[src/rtl/lcd_pkg.sv]
// Shared types and constants for the HD44780-style LCD write controller.
// Build option: define LCD_NIBBLE_MODE_EN for the 4-bit bus variant.
package lcd_pkg;

  typedef enum logic [2:0] {
    IDLE,
    SETUP,
    PULSE,
    HOLD,
    WAIT
  } lcd_state_t;

  localparam int unsigned DEF_SETUP_CYC    = 2;
  localparam int unsigned DEF_PULSE_CYC    = 12;
  localparam int unsigned DEF_HOLD_CYC     = 2;
  localparam int unsigned DEF_WAIT_CYC     = 2000;
  localparam int unsigned DEF_CLR_WAIT_CYC = 82000;
  localparam int          DEF_CNT_W        = 17;

  // Clear (0x01) and home (0x00 here) commands differ only in bit 0.
  localparam logic [7:0] CLR_HOME_MASK = 8'hFE;

  // A phase of n cycles loads n-1 into the down-counter; 0 is treated as 1.
  function automatic int unsigned cyc_load(input int unsigned n);
    return (n == 0) ? 0 : n - 1;
  endfunction

  function automatic logic is_clr_home(input logic rs_bit, input logic [7:0] byte_val);
    return !rs_bit && ((byte_val & CLR_HOME_MASK) == 8'h00);
  endfunction

endpackage

[src/rtl/lcd_timer.sv]
// Loadable down-counter with zero flag; times every controller phase.
module lcd_timer #(
  parameter int CNT_W = 17
) (
  input  logic             clk,
  input  logic             reset_n,
  input  logic             load,
  input  logic [CNT_W-1:0] load_val,
  output logic             zero
);

  logic [CNT_W-1:0] cnt;

  // Load on phase entry, otherwise count down and stop at zero.
  always_ff @(posedge clk or negedge reset_n) begin
    if (!reset_n) begin
      cnt <= '0;
    end else if (load) begin
      cnt <= load_val;
    end else if (cnt != '0) begin
      cnt <= cnt - 1'b1;
    end
  end

  assign zero = (cnt == '0);

endmodule

[src/rtl/lcd_write_ctrl.sv]
// LCD write controller: sequences rs/display setup, enable pulse, hold and
// execution wait for one command/data byte per en strobe.
// Build option: LCD_NIBBLE_MODE_EN sends the byte as two nibbles on display[7:4].
module lcd_write_ctrl
  import lcd_pkg::*;
#(
  parameter int unsigned SETUP_CYC    = DEF_SETUP_CYC,
  parameter int unsigned PULSE_CYC    = DEF_PULSE_CYC,
  parameter int unsigned HOLD_CYC     = DEF_HOLD_CYC,
  parameter int unsigned WAIT_CYC     = DEF_WAIT_CYC,
  parameter int unsigned CLR_WAIT_CYC = DEF_CLR_WAIT_CYC,
  parameter int          CNT_W        = DEF_CNT_W
) (
  input  logic        clk,
  input  logic        reset_n,
  input  logic        en,
  input  logic [31:0] instruction,
  input  logic [31:0] data,
  output logic        busy,
  output logic        done,
  output logic        rw,
  output logic        rs,
  output logic        enable,
  output logic [7:0]  display
);

  localparam logic [CNT_W-1:0] SETUP_LD = CNT_W'(cyc_load(SETUP_CYC));
  localparam logic [CNT_W-1:0] PULSE_LD = CNT_W'(cyc_load(PULSE_CYC));
  localparam logic [CNT_W-1:0] HOLD_LD  = CNT_W'(cyc_load(HOLD_CYC));
  localparam logic [CNT_W-1:0] WAIT_LD  = CNT_W'(cyc_load(WAIT_CYC));
  localparam logic [CNT_W-1:0] CLR_LD   = CNT_W'(cyc_load(CLR_WAIT_CYC));

  lcd_state_t       state, next_state;
  logic             tmr_load;
  logic [CNT_W-1:0] tmr_val;
  logic             tmr_zero;
  logic             start;
  logic             long_wait;
  logic             unused_bits;

`ifdef LCD_NIBBLE_MODE_EN
  logic [3:0] lo_nib;
  logic       nib_lo;
`endif

  assign unused_bits = ^{instruction[31:1], data[31:8]};
  assign start       = (state == IDLE) && en;
  assign rw          = 1'b0;

  lcd_timer #(
    .CNT_W(CNT_W)
  ) u_timer (
    .clk     (clk),
    .reset_n (reset_n),
    .load    (tmr_load),
    .load_val(tmr_val),
    .zero    (tmr_zero)
  );

  // State register.
  always_ff @(posedge clk or negedge reset_n) begin
    if (!reset_n) begin
      state <= IDLE;
    end else begin
      state <= next_state;
    end
  end

  // Next state and timer load for the phase being entered.
  always_comb begin
    next_state = state;
    tmr_load   = 1'b0;
    tmr_val    = '0;
    case (state)
      IDLE: begin
        if (en) begin
          next_state = SETUP;
          tmr_load   = 1'b1;
          tmr_val    = SETUP_LD;
        end
      end
      SETUP: begin
        if (tmr_zero) begin
          next_state = PULSE;
          tmr_load   = 1'b1;
          tmr_val    = PULSE_LD;
        end
      end
      PULSE: begin
        if (tmr_zero) begin
          next_state = HOLD;
          tmr_load   = 1'b1;
          tmr_val    = HOLD_LD;
        end
      end
      HOLD: begin
        if (tmr_zero) begin
`ifdef LCD_NIBBLE_MODE_EN
          if (!nib_lo) begin
            next_state = SETUP;
            tmr_load   = 1'b1;
            tmr_val    = SETUP_LD;
          end else begin
            next_state = WAIT;
            tmr_load   = 1'b1;
            tmr_val    = long_wait ? CLR_LD : WAIT_LD;
          end
`else
          next_state = WAIT;
          tmr_load   = 1'b1;
          tmr_val    = long_wait ? CLR_LD : WAIT_LD;
`endif
        end
      end
      WAIT: begin
        if (tmr_zero) begin
          next_state = IDLE;
        end
      end
      default: next_state = IDLE;
    endcase
  end

  // Pin-level outputs decoded from the current state.
  always_comb begin
    enable = (state == PULSE);
    busy   = (state != IDLE);
  end

  // Captured bus values, wait selection and the end-of-transfer pulse.
  always_ff @(posedge clk or negedge reset_n) begin
    if (!reset_n) begin
      rs        <= 1'b0;
      display   <= '0;
      done      <= 1'b0;
      long_wait <= 1'b0;
`ifdef LCD_NIBBLE_MODE_EN
      lo_nib    <= '0;
      nib_lo    <= 1'b0;
`endif
    end else begin
      done <= (state == WAIT) && tmr_zero;
      if (start) begin
        rs        <= instruction[0];
        long_wait <= is_clr_home(instruction[0], data[7:0]);
`ifdef LCD_NIBBLE_MODE_EN
        display   <= {data[7:4], 4'b0000};
        lo_nib    <= data[3:0];
        nib_lo    <= 1'b0;
`else
        display   <= data[7:0];
`endif
      end
`ifdef LCD_NIBBLE_MODE_EN
      // Low nibble goes out as the high-nibble hold completes.
      if ((state == HOLD) && tmr_zero && !nib_lo) begin
        nib_lo  <= 1'b1;
        display <= {lo_nib, 4'b0000};
      end
`endif
    end
  end

endmodule

[config.mk]
export PLATFORM = sky130hd
export DESIGN_NAME = lcd_write_ctrl
export DESIGN_NICKNAME = d
export VERILOG_FILES = /design/src/rtl/lcd_pkg.sv /design/src/rtl/lcd_timer.sv /design/src/rtl/lcd_write_ctrl.sv
export SDC_FILE = /design/constraint.sdc
export NUM_CORES = 1
export LEC_CHECK = 0
export BUFFER_PORTS_ARGS = -buffer_cell sky130_fd_sc_hd__buf_2
export CELL_PAD_IN_SITES_DETAIL_PLACEMENT = 1
export CELL_PAD_IN_SITES_GLOBAL_PLACEMENT = 1
export CORE_ASPECT_RATIO = 0.6
export CORE_MARGIN = 2
export CORE_UTILIZATION = 31
export CTS_CLUSTER_DIAMETER = 30
export CTS_CLUSTER_SIZE = 28
export DETAILED_ROUTE_END_ITERATION = 12
export PLACE_DENSITY = 0.78
export SETUP_SLACK_MARGIN = 0.1
export SYNTH_ARGS = -nofsm -noshare
export SYNTH_HDL_FRONTEND = slang
export SYNTH_HIERARCHICAL = 1
export SYNTH_SLANG_ARGS = --single-unit
[constraint.sdc]
create_clock -name clk -period 2.8 [get_ports clk]
set_input_delay 0.14 -clock clk [delete_from_list [all_inputs] [get_ports clk]]
set_output_delay 0.14 -clock clk [all_outputs]
set_load 0.05 [all_outputs]
Yosys cells after proc, flatten, opt, wreduce, memory -nomap -nowiden
Index checks and enable logic that the tools add are counted.
{ "word_totals": {"latchBits": 0, "register_bits": 31, "n_memories": 0, "mem_bits_rw": 0, "wordCells": 45, "output_inout_bits": 13, "rom_bits": 0} }
{ "op_classes": {"eq_ne": 9, "bitwise_logic": 0, "n_lt_le_gt_ge": 0, "div": 0, "n_mul": 0, "n_mux": 17, "addsub": 1, "shifts": 0, "n_reduce_logical": 12} }
{ "op_table": {"columns": ["op", "count"], "rows": [
  ["17-bit 2-to-1 mux", 4],
  ["17-bit case mux with 4 select lines", 1],
  ["17-bit logical NOT", 1],
  ["17-bit nonzero test", 1],
  ["17-bit by 1-bit subtractor with 17-bit output, second input constant", 1],
  ["3-bit 2-to-1 mux", 5],
  ["3-bit case mux with 5 select lines", 1],
  ["8-bit logical NOT", 1],
  ["2-bit != test, second input constant", 4],
  ["3-bit by 2-bit equality test with 1-bit output, second input constant", 2],
  ["5-bit AND reduction", 1],
  ["1-bit 2-to-1 mux", 4],
  ["4-bit 2-to-1 mux", 1],
  ["3-bit by 1-bit equality test with 1-bit output, second input constant", 1],
  ["3-bit equality test, second input constant", 1],
  ["1-bit logical AND", 3],
  ["3-bit logical NOT", 1],
  ["3-bit nonzero test", 1],
  ["3-bit OR reduction", 1],
  ["2-bit by 1-bit != test with 1-bit output, second input constant", 1],
  ["1-bit case mux with 2 select lines", 1],
  ["2-bit nonzero test", 1],
  ["1-bit logical NOT", 1]
]} }

Longest topological paths before layout
{ "logic_depth": {"ltp_word": 4, "mapped_depth": 13, "ltp_nobuf": 11} }

Hierarchy
Netlist, hierarchy kept.
{ "by_module_without_submodules": {"columns": ["mod", "area_per_inst_um2", "cells_per_inst", "n_inst", "seq_area_each_um2"], "rows": [
  ["lcd_timer", 1033.5, 109, 1, 425.4],
  ["lcd_write_ctrl", 673.1, 53, 1, 350.3]
]} }

Least setup slack after synthesis
Ideal clock, no wire load.
{ "synth_timing": {"path_type": "register -> register", "from": "register u_timer.cnt[0]", "to": "register u_timer.cnt[11]", "n_path_buf": 3, "t_arrival_ns": 2.786, "synth_period_minus_slack_ns": 2.922, "path_stages_with_launch": 13, "setup_slack_ns": -0.122, "cell_sequence": "dfrtp_1 -> inv_1 -> ha_1 -> nor4b_1 -> nand2b_1 -> nor3_2 -> buf_2 -> nand2_1 -> nor2_1 -> a211o_1 -> clkbuf_1 -> clkbuf_1 -> o31ai_1"} }
{ "synth_between": {"elab_chain_len": 4, "elab_cells_between_ends": 10, "cone_classes": "add/sub: 1; mux: 6; reduce/logical: 3"} }
{ "synth_lines": {"columns": ["element", "line", "source"], "rows": [
  ["from (decl)", "lcd_timer.sv:12", "logic [CNT_W-1:0] cnt;"],
  ["from (signal assigned)", "lcd_timer.sv:19", "cnt <= load_val;"],
  ["from (signal assigned)", "lcd_timer.sv:21", "cnt <= cnt - 1'b1;"],
  ["17-bit logical NOT *", "lcd_timer.sv:25", "assign zero = (cnt == '0);"],
  ["net tmr_zero", "lcd_write_ctrl.sv:36", "logic tmr_zero;"],
  ["1-bit 2-to-1 mux *", "lcd_write_ctrl.sv:83, lcd_write_ctrl.sv:90, lcd_write_ctrl.sv:97", null],
  ["1-bit case mux with 2 select lines *", "lcd_write_ctrl.sv:74", "case (state)"],
  ["net tmr_load", "lcd_write_ctrl.sv:34", "logic tmr_load;"],
  ["17-bit 2-to-1 mux or 2-bit nonzero test (tied branches)", null, null]
]} }
The timed path passes the listed nets; every way through them passes the cells marked *. The select of a mux whose other input is x is not followed.
A chain may end at the register's enable or synchronous reset.

Worst setup path in the final report
{ "layout_timing": {"from": "register u_timer.cnt[12]", "to": "register u_timer.cnt[13]"} }
The elaborated chain is that of the path after synthesis.

==> impl_metrics.json <==
{
  "hold_viol": 0,
  "viasPerCell": 5.20,
  "areaGrowthSynthToFinish_pct": 20.9,
  "synthTopCellsByArea": "dfrtp_1 (45%), o31ai_1 (5.7%), mux2_4 (5.3%)",
  "fin_tns_setup_ns": 0,
  "vias": 1357,
  "grt_pass1_wl_um": 7150,
  "place_inst": 252,
  "setup_viol": 0,
  "period_minus_slack_ns": 2.49,
  "synth_top_area_share": 0.455,
  "yosys_warnings": 6,
  "hold_depth": 2,
  "drc": 0,
  "slew_violations": 0,
  "required_ns": 3.00,
  "die_y_um": 61.5,
  "holdCritPathClass": "primary input to flop",
  "clock.fmax_mhz": 401,
  "drive_gt1_frac": 0.292,
  "antenna_found_initial": 0,
  "clk_pin_slew_ns": 0.07,
  "crit_type": "flop to flop",
  "num_rows": 20,
  "rsz0062_at_grt": "true",
  "htreeDepth": 2,
  "yosys.area.top_type": "dfrtp_1",
  "layout_common_cells": "dfrtp_1 (31), buf_2 (23), nand2_1 (19)",
  "port_buffers": 23,
  "finalNetCount": 262,
  "arrival_ns": 2.69,
  "mostFrequentLayoutCell": "dfrtp_1",
  "r2r.worst_path.cells": 9,
  "ys_ff_latch": 31,
  "initial_core_util": 0.329,
  "ys_seq_area_frac": 0.455,
  "cts.sinks": 31,
  "drv_cap": 0,
  "skew_ns": 0.00628,
  "overflow": 0,
  "power_mw": 1.70,
  "wl_per_cell_um": 16.7,
  "globalplace.congestion": 0.778,
  "synth_flop_cell": "dfrtp_1",
  "end_kind": "flop",
  "die_w_um": 99.8,
  "ir_drop_mv": 0.311,
  "grt_max_degree": 37,
  "relSlewSlack": 0.511,
  "diodes": 0,
  "fill_cells": 593,
  "status": "finished, final reports clean",
  "hpwlAfterDp_um": 3150,
  "grtUsageTotal": 0.159,
  "die-area_sq_um": 6130,
  "cts_tree": "done",
  "synth.distinct_cells": 41,
  "wl_um": 4370,
  "drt-initial-drc-count": 44,
  "worst_pin_slew_ns": 0.733,
  "final_util": 0.398,
  "design.portCount": 80,
  "synthArstFlopShare": 1.00,
  "firstDrtPassIters": 6,
  "power.leakage_nw": 0.857,
  "synthCells": 162,
  "cts.root.buffer_cell": "clkbuf_8",
  "ant_nets": 0,
  "period_share": 0.890,
  "synth_edf_count": 0,
  "power_density_nw_per_um2": 826,
  "path_max_fanout": 36,
  "cp-start-kind": "flop",
  "grt_pass1_vias": 1345,
  "finalNonFillerCells": 261,
  "clk_latency_ns": 0.29,
  "cts-buffers-inserted": 5,
  "syn_avg_cell_area_sq_um": 10.5,
  "core_area_sq_um": 5180,
  "clk_path_buf_depth": 2,
  "synth_area_sq_um": 1710,
  "whs_ns": 0.0948
}
layout make-up:
cell class | instances | area (sq um) | area share
clock buffer | 8 | 100 | 0.0485
sequential | 31 | 776 | 0.376
timing repair buffer | 28 | 168 | 0.0813
tap | 66 | 82.6 | 0.0400
inverter | 4 | 15.0 | 0.00728
multi-input combinational | 124 | 922 | 0.447
cell usage after synthesis (2+ instances only):
cell and number:
o31ai_1 13, mux2_4 6, a211o_1 2, nor2_1 12
inv_1 4, nand4b_1 2, buf_6 2, nor3_1 4
and3_1 2, mux2_2 4, a21boi_0 3, o21ai_0 5
xnor2_1 8, nand2b_1 4, nor4_1 6, clkbuf_1 4
dfrtp_1 31, buf_2 2, xor2_1 4, nor3b_1 2
nand2_1 19, or3_1 3, or4_1 2
what timing repair did:
action | CTS | global route
setup buffers | 0 | 0
hold endpoints to repair | 31 | 0
hold buffers | 1 | 0
resized for setup | 0 | 6
setup endpoints to repair | 0 | 17
kinds of logic after synthesis:
| group | Yosys count | synth area share |
|---|---|---|
| compound gates | 29 | 0.125 |
| flops | 31 | 0.455 |
| simple gates | 65 | 0.229 |
| mux | 10 | 0.0792 |
| other cells | 1 | 0.00220 |
| fa+ha+maj | 1 | 0.00733 |
| buf+inv | 13 | 0.0411 |
| xor+xnor | 12 | 0.0616 |
stage by stage:
stage | instance area, sq um | setup WS, ns
finish | 2060 | 0.308
global route | 2060 | 0.0670
CTS | 2040 | 0.124
floorplan | 1740 | 0.151
global placement | 1930 | 0.266
detailed placement | 1930 | 0.149
power breakdown:
part | switching [mW] | total [mW] | leakage [nW] | internal, mW
registers | 0.185 | 0.769 | 0.379 | 0.584
logic | 0.303 | 0.540 | 0.427 | 0.237
clock network | 0.171 | 0.395 | 0.0515 | 0.224
total | 0.660 | 1.70 | 0.857 | 1.04
state kept, by name (all words and copies together) (netlist names):
register     count
u_timer/cnt     17
display          8
state            3
done             1
long_wait        1
rs               1
worst max-delay path, cell delays in order, from the launching register on:
cell,delay (ns)
dfrtp_1,0.45
nor4_2,0.43
nand2b_1,0.19
nor3_2,0.28
nand2_1,0.18
nor2_4,0.16
a211o_1,0.17
buf_12,0.20
nand4b_1,0.14
nor3b_1,0.19
per-layer routing:
layer / up-vias / global-route usage / routed length [um]
met5: - / 0 / 0
met4: 0 / 0.0528 / 40
met3: 6 / 0.0454 / 258
met2: 28 / 0.238 / 1870
met1: 686 / 0.223 / 2200
li1: 637 / - / -
path summary, 6_finish.rpt:
| kind | from | endpoint | slack [ns] |
|---|---|---|---|
| setup / recovery | u_timer/cnt[12] | u_timer/cnt[13] | 0.31 |
| hold / removal | data[0] | display[0] | 0.09 |
| setup reg to reg | u_timer/cnt[12] | u_timer/cnt[13] | 0.31 |
| hold reg to reg | display[1] | display[1] | 0.50 |
| max in group asynchronous | reset_n | u_timer/cnt[13] | 1.88 |
| min in group asynchronous | reset_n | display[7] | 0.46 |
Power figures use the tool's default switching activity.
